[config.mk]
export PLATFORM = sky130hd
export DESIGN_NAME = aes_subbytes_seq
export DESIGN_NICKNAME = d
export VERILOG_FILES = /design/src/rtl/aes_subbytes_seq.sv
export SDC_FILE = /design/constraint.sdc
export NUM_CORES = 1
export LEC_CHECK = 0
export ABC_AREA = 1
export BUFFER_PORTS_ARGS = -buffer_cell sky130_fd_sc_hd__buf_2
export CAP_MARGIN = 20
export CELL_PAD_IN_SITES_DETAIL_PLACEMENT = 0
export CELL_PAD_IN_SITES_GLOBAL_PLACEMENT = 1
export CORE_MARGIN = 2
export CORE_UTILIZATION = 33
export CTS_BUF_LIST = sky130_fd_sc_hd__clkbuf_4
export DETAILED_ROUTE_END_ITERATION = 6
export PLACE_DENSITY = 0.83
export SETUP_SLACK_MARGIN = 0.4
export SLEW_MARGIN = 10
export SYNTH_ARGS = -nofsm -noshare
export SYNTH_HDL_FRONTEND = slang
export SYNTH_SLANG_ARGS = --single-unit
[constraint.sdc]
create_clock -name clk -period 8.95 [get_ports clk]
set_clock_uncertainty 0.2 [all_clocks]
set_input_delay 1.3425 -clock clk [delete_from_list [all_inputs] [get_ports clk]]
set_output_delay 1.3425 -clock clk [all_outputs]
set_load 0.03 [all_outputs]
[src/rtl/aes_subbytes_seq.sv]
`default_nettype none
// ============================================================================
//  Module      : aes_subbytes_seq
//  Description : Sequences SubBytes / InvSubBytes over a 128-bit AES state
//                through LANES shared external byte S-boxes, one lane group
//                per cycle, with valid/ready handshakes on both sides.
//  Revision    : 1.0 - initial release
// ============================================================================
module aes_subbytes_seq #(
    parameter int LANES = 4
) (
    input  logic                 clk,
    input  logic                 rst,
    input  logic                 in_valid,
    output logic                 in_ready,
    input  logic [127:0]         in_data,
    input  logic                 in_dec,
    output logic [8*LANES-1:0]   sbox_u,
    output logic                 sbox_dec,
    input  logic [8*LANES-1:0]   sbox_s,
    output logic                 out_valid,
    input  logic                 out_ready,
    output logic [127:0]         out_data,
    output logic                 out_dec
);

    localparam int c_GROUPS = 16 / LANES;
    localparam int c_GW     = (c_GROUPS > 1) ? $clog2(c_GROUPS) : 1;
    localparam int c_LW     = 8 * LANES;

    localparam logic [c_GW-1:0] c_LAST = c_GW'(c_GROUPS - 1);
    localparam logic [c_GW-1:0] c_ONE  = c_GW'(1);

    localparam logic [1:0] c_S_IDLE = 2'd0;
    localparam logic [1:0] c_S_RUN  = 2'd1;
    localparam logic [1:0] c_S_DONE = 2'd2;

    logic [1:0]      r_state;
    logic [1:0]      w_state_nxt;
    logic [127:0]    r_src;
    logic [127:0]    r_res;
    logic [c_GW-1:0] r_grp;
    logic            r_dec;

    // State register; reset abandons any state in flight.
    always_ff @(posedge clk or posedge rst) begin
        if (rst) begin
            r_state <= c_S_IDLE;
        end else begin
            r_state <= w_state_nxt;
        end
    end

    // Next-state decode: accept in IDLE, walk groups in RUN, hand off in DONE.
    always_comb begin
        w_state_nxt = r_state;
        case (r_state)
            c_S_IDLE: if (in_valid)         w_state_nxt = c_S_RUN;
            c_S_RUN:  if (r_grp == c_LAST)  w_state_nxt = c_S_DONE;
            c_S_DONE: if (out_ready)        w_state_nxt = c_S_IDLE;
            default:                        w_state_nxt = c_S_IDLE;
        endcase
    end

    // Datapath: capture the source on accept, collect S-box results per group.
    always_ff @(posedge clk or posedge rst) begin
        if (rst) begin
            r_src <= '0;
            r_res <= '0;
            r_grp <= '0;
            r_dec <= 1'b0;
        end else begin
            if (r_state == c_S_IDLE && in_valid) begin
                r_src <= in_data;
                r_dec <= in_dec;
                r_grp <= '0;
            end
            if (r_state == c_S_RUN) begin
                // Lane 0 owns the lowest-numbered byte, i.e. the top bits.
                for (int g = 0; g < c_GROUPS; g++) begin
                    if (r_grp == c_GW'(g)) begin
                        r_res[127-c_LW*g -: c_LW] <= sbox_s;
                    end
                end
                // Counter stops at the last group so it never wraps in RUN.
                if (r_grp != c_LAST) begin
                    r_grp <= r_grp + c_ONE;
                end
            end
        end
    end

    // S-box lane drive: the current group's bytes in RUN, quiet otherwise.
    always_comb begin
        sbox_u = '0;
        if (r_state == c_S_RUN) begin
            for (int g = 0; g < c_GROUPS; g++) begin
                if (r_grp == c_GW'(g)) begin
                    sbox_u = r_src[127-c_LW*g -: c_LW];
                end
            end
        end
    end

    // Handshake and result outputs decode only from state and registers.
    always_comb begin
        in_ready  = (r_state == c_S_IDLE) && !rst;
        out_valid = (r_state == c_S_DONE);
        out_data  = r_res;
        out_dec   = r_dec;
        sbox_dec  = r_dec;
    end

endmodule
`default_nettype wire

# [Yosys cells after proc, flatten, opt, wreduce, memory -nomap -nowiden]
# Cells that the tools add are included.
[word_totals] reg_bits=261 inputBits=165 out_inout_bits=164 elab_cells=40
[op_classes] add_sub_neg=1 n_eq_ne=9 muxes=12 reduce_logical=10
[ops] operator="$mux W32" count=5
[ops] operator="$mux W2" count=6
[ops] operator="$reduce_and A2 Y1" count=4
[ops] operator="$eq A2 B2 Y1 const B" count=3
[ops] operator="$pmux W2 S3" count=1
[ops] operator="$eq A2 B1 Y1 const B" count=2
[ops] operator="$logic_not A2 Y1" count=2
[ops] operator="$ne A2 B1 Y1 const B" count=2
[ops] operator="$ne A2 B2 Y1 const B" count=2
[ops] operator="$reduce_and A3 Y1" count=1
[ops] operator="$add A2 B1 Y2 const B" count=1
[ops] operator="$logic_and A1 B1 Y1" count=2
[ops] operator="$logic_not A1 Y1" count=1

# [Logic depth before layout (Yosys ltp)]
[depth] word_depth=6 ltp_mapped=9 ltp_nobuf=7

# [Worst setup path after synthesis]
# Ideal clock, no wire load.
[synth_path] kind="input to output" start="in rst" end="out in_ready" arrival_time_ns=1.994 required_ns=7.408 setup_slack_ns=5.413 cell_stages=1 path_buffers=0 path_cell_list="nor3_1"
[synth_between] elab_chain_cells=2
[synth_rtl] item="start: declaration" line_no="13" source="input logic rst,"
[synth_rtl] item="$logic_not A1 Y1" line_no="107" source="in_ready = (r_state == c_S_IDLE) && !rst;"
[synth_rtl] item="$logic_and A1 B1 Y1" line_no="107"
[synth_rtl] item="end: declaration" line_no="15" source="output logic in_ready,"
# No other way between the ends.

# [Worst setup path in the final report]
[layout_path] start="reg r_grp[1]" end="out sbox_u[29]"
[layout_between] elab_chain_cells=6 elab_cells_between_ends=9 classes_between="eq/ne (3); mux (5); reduce/logical (1)"
[layout_rtl] item="start: declaration" line_no="42" source="logic [c_GW-1:0] r_grp;"
[layout_rtl] item="start signal: assignment" line_no="87" source="r_grp <= r_grp + c_ONE;"
[layout_rtl] item="$logic_not A2 Y1" line_no="98" source="if (r_grp == c_GW'(g)) begin"
[layout_rtl] item="$mux W32 (3 in a row)" line_no="98"
[layout_rtl] item="$mux W32 (*)" line_no="98"
[layout_rtl] item="$mux W32 (*)" line_no="96" source="if (r_state == c_S_RUN) begin"
[layout_rtl] item="end: declaration" line_no="18" source="output logic [8*LANES-1:0] sbox_u,"
# Mark *: on every way between the ends. The rest lies on a longest branch, timed or not.

==> run metrics <==
WP data arrival=2990 ps; Num CTS Buffers=74; critical-path cell list=inv_1, ha_1, buf_4, inv_1, buf_16, nand3_1, nand2_1, nand2_1, nand2_1, buf_2; PD cells=435.6 mW/mm^2; Iter 0 DRT Violations=655; final setup TNS=0 ps; antenna violations before repair=18; CP startpoint=r_grp[1]; Max-cap violations=0; Cell Area, Placed=0.01296 mm^2; multiplexer share of the synthesized area=0%; Synth Area in Simple Gates=27.76%; io pins=329; CP max-delay cell=inv_1; Fin Hold WS=271.2 ps; clock power share=17.4%; clock sinks=261; worst-path fanout max=34; largest net degree at the start of global routing=108; RSZ-0062 raised after global routing=false; reg2reg setup slack=6340 ps; Die X=186.4 um; Starting Density=33.65%; Comb power frac=48.3%; cell internal pwr=0.003148 W; Post-DRT Antenna Nets=0; P&R area growth vs syn=27.87%; Switching Fraction=48.51%; Mapped Cells=1316; critical path's most frequent cell=nand2_1; die area=0.03474 mm^2; FMAX=220.8 MHz; worst-margin pin slew=1063 ps; CTS H-tree depth=3; All-Layer GR Usage=20.47%; adder-cell share of the synthesized area=0.4559%; slowest cell delay on critical path=560 ps; CTS tree=built; Clock Tree Root=clkbuf_4; row count=66; Max transition margin=29.13%; main combinational cell family by area after synthesis=simple AND/OR/NAND/NOR gates; PortBufs=328; Slew Viols, Final=0; syn_area_per_cell=8.341 um^2; vias in the first global route=10040; Netlist cell types=17; Mapped Area=0.01098 mm^2; Reg2Reg Depth=5; Startpoint Class=flip-flop; net count after synthesis=1485; critical setup path kind=reg2out; reg2reg start=r_state[1]; Pleak=7.869 nW; via count=10170; Routed wire per std cell=16.60 um; GR Overflow Total=0; #FFs+latches synth=261; gpl congestion=0.7953; FF-to-FF End=r_src[102]; clk slew on worst S/H paths=60 ps; Final min period=4530 ps; NetSw=0.002966 W; hold depth=2; Hold WC Path Type=reg2reg; Synth Area in Compound Gates=7.364%; clock latency on the worst-skew pair=700 ps; fraction of layout cells with a size suffix above 1=27.85%; Seq/Total Area, Yosys=59.50%; HPWL after DPL=24100 um; Worst EP required=7410 ps; Finished Cell Area=0.01404 mm^2; first-pass GRT wire length=56030 um; post-cts resize count=0; Yosys warnings=0; # setup viols final=0; status=complete, no violations; XOR/XNOR Fraction of Synth Area=0%; DRT Pass-1 Iters=6; Hold EP=r_src[10]; VDD IR max=0.1816 mV; # Post-CTS Setup Buffers=0; routed vias/inst=4.729; Final Cycle Share=50.61%; sequential share of power=34.3%; Post-CTS Hold Buffers=0; Remaining DRCs=0; Hold Crit Start=r_src[10]; core area=0.03262 mm^2; Net count, final=1817; CTS Buffer Depth=3; final hold violation count=0; WL final=35710 um; height of the die=186.4 um; critical path endpoint category=output pin
==> through the flow <==
step,util [%],total power [W],cells,worst slack [ps]
final,43.03,0.006114,2151,4420
after global routing,42.95,0.006590,2141,4208
after CTS,42.46,0.006144,2131,4279
after floorplan,-,0.004044,1316,3966
after detailed placement,39.75,0.005045,2008,5062
after global placement,39.58,0.004970,2006,4868
==> cell type report <==
cell class | instances | area (um^2)
Antenna cell | 14 | 35.03
Tap cell | 442 | 553.0
Fill cell | 3355 | 18580
Sequential cell | 261 | 6531
Multi-Input combinational cell | 921 | 3930
Timing Repair Buffer | 348 | 1939
Clock buffer | 105 | 788.3
Inverter | 42 | 161.4
Clock inverter | 18 | 97.59
==> cells in the mapped netlist <==
master	instances	share of area, %
nand2_1	524	18
dfrtp_1	261	60
nand3_1	164	7.5
o21ai_0	116	5.3
nor2_1	66	2.3
clkbuf_1	62	2.1
inv_1	41	1.4
a21oi_1	32	1.5
buf_2	27	1.2
o21ai_1	12	0.55
ha_1	4	0.46
buf_1	2	0.068
buf_4	1	0.068
inv_2	1	0.034
nor2_2	1	0.057
nor3_1	1	0.046
o31ai_1	1	0.068
==> flip-flops by register name, indices dropped and copies added, names as in the netlist <==
name	cells
out_data	128
out_dec	1
r_grp	2
r_src	128
r_state	2
==> critical path, delay by kind of cell (launching register included) <==
| family | cells | cell delay (ps) |
|---|---|---|
| adder cells (fa/ha/maj) | 1 | 180 |
| AND/OR/NAND/NOR | 4 | 390 |
| buffers and inverters | 5 | 1310 |
| flip-flops | 1 | 400 |
==> cell usage in the layout, fill, tap and decap left out, drive strengths merged <==
| cell type | instances |
|---|---|
| nand2 | 524 |
| buf | 348 |
| ha | 4 |
| nor2 | 67 |
| nor3 | 1 |
| o21ai | 128 |
| inv | 47 |
| clkinvlp | 1 |
| nand3 | 164 |
| clkinv | 11 |
| clkbuf | 105 |
| o31ai | 1 |
| diode | 14 |
| bufinv | 1 |
| dfrtp | 261 |
| a21oi | 32 |
==> logic make-up (layout without fill, tap and decap cells) <==
| logic type | count (synthesis) | count (layout) |
|---|---|---|
| adders and majority gates | 4 | 4 |
| AOI/OAI and AO/OA | 161 | 161 |
| buffers and inverters | 134 | 513 |
| and+or+nand+nor | 756 | 756 |
| other | 0 | 14 |
| DFF | 261 | 261 |
==> power by group through the flow <==
stage                     combinational, W  sequential, W  clock (W)
after floorplan                    0.00144        0.00261          0
after global placement             0.00287        0.00210          0
after detailed placement           0.00293        0.00211          0
after CTS                          0.00293        0.00210    0.00111
after global routing               0.00325        0.00217    0.00118
final                              0.00295        0.00210    0.00106
==> metal layers <==
layer	vias up	routed length, um	track usage [%]	share of wire (%)
met2	431	16750	32.65	47
met4	16	842	7.323	2.4
li1	4941	-	-	-
met5	-	100	0	0.28
met1	4724	14640	25.26	41
met3	61	3373	7.956	9.4
==> how the worst max path moves through the flow <==
stage                             end  slack [ps]  cells past startpoint
after global placement     sbox_u[16]        4870                      8
after CTS                   sbox_u[8]        4280                      8
final                      sbox_u[29]        4420                     10
after detailed placement    sbox_u[8]        5060                      8
after floorplan           out_data[0]        3970                      1
after global routing       sbox_u[16]        4210                      8
Note: power is estimated with default switching activity, not from simulation.
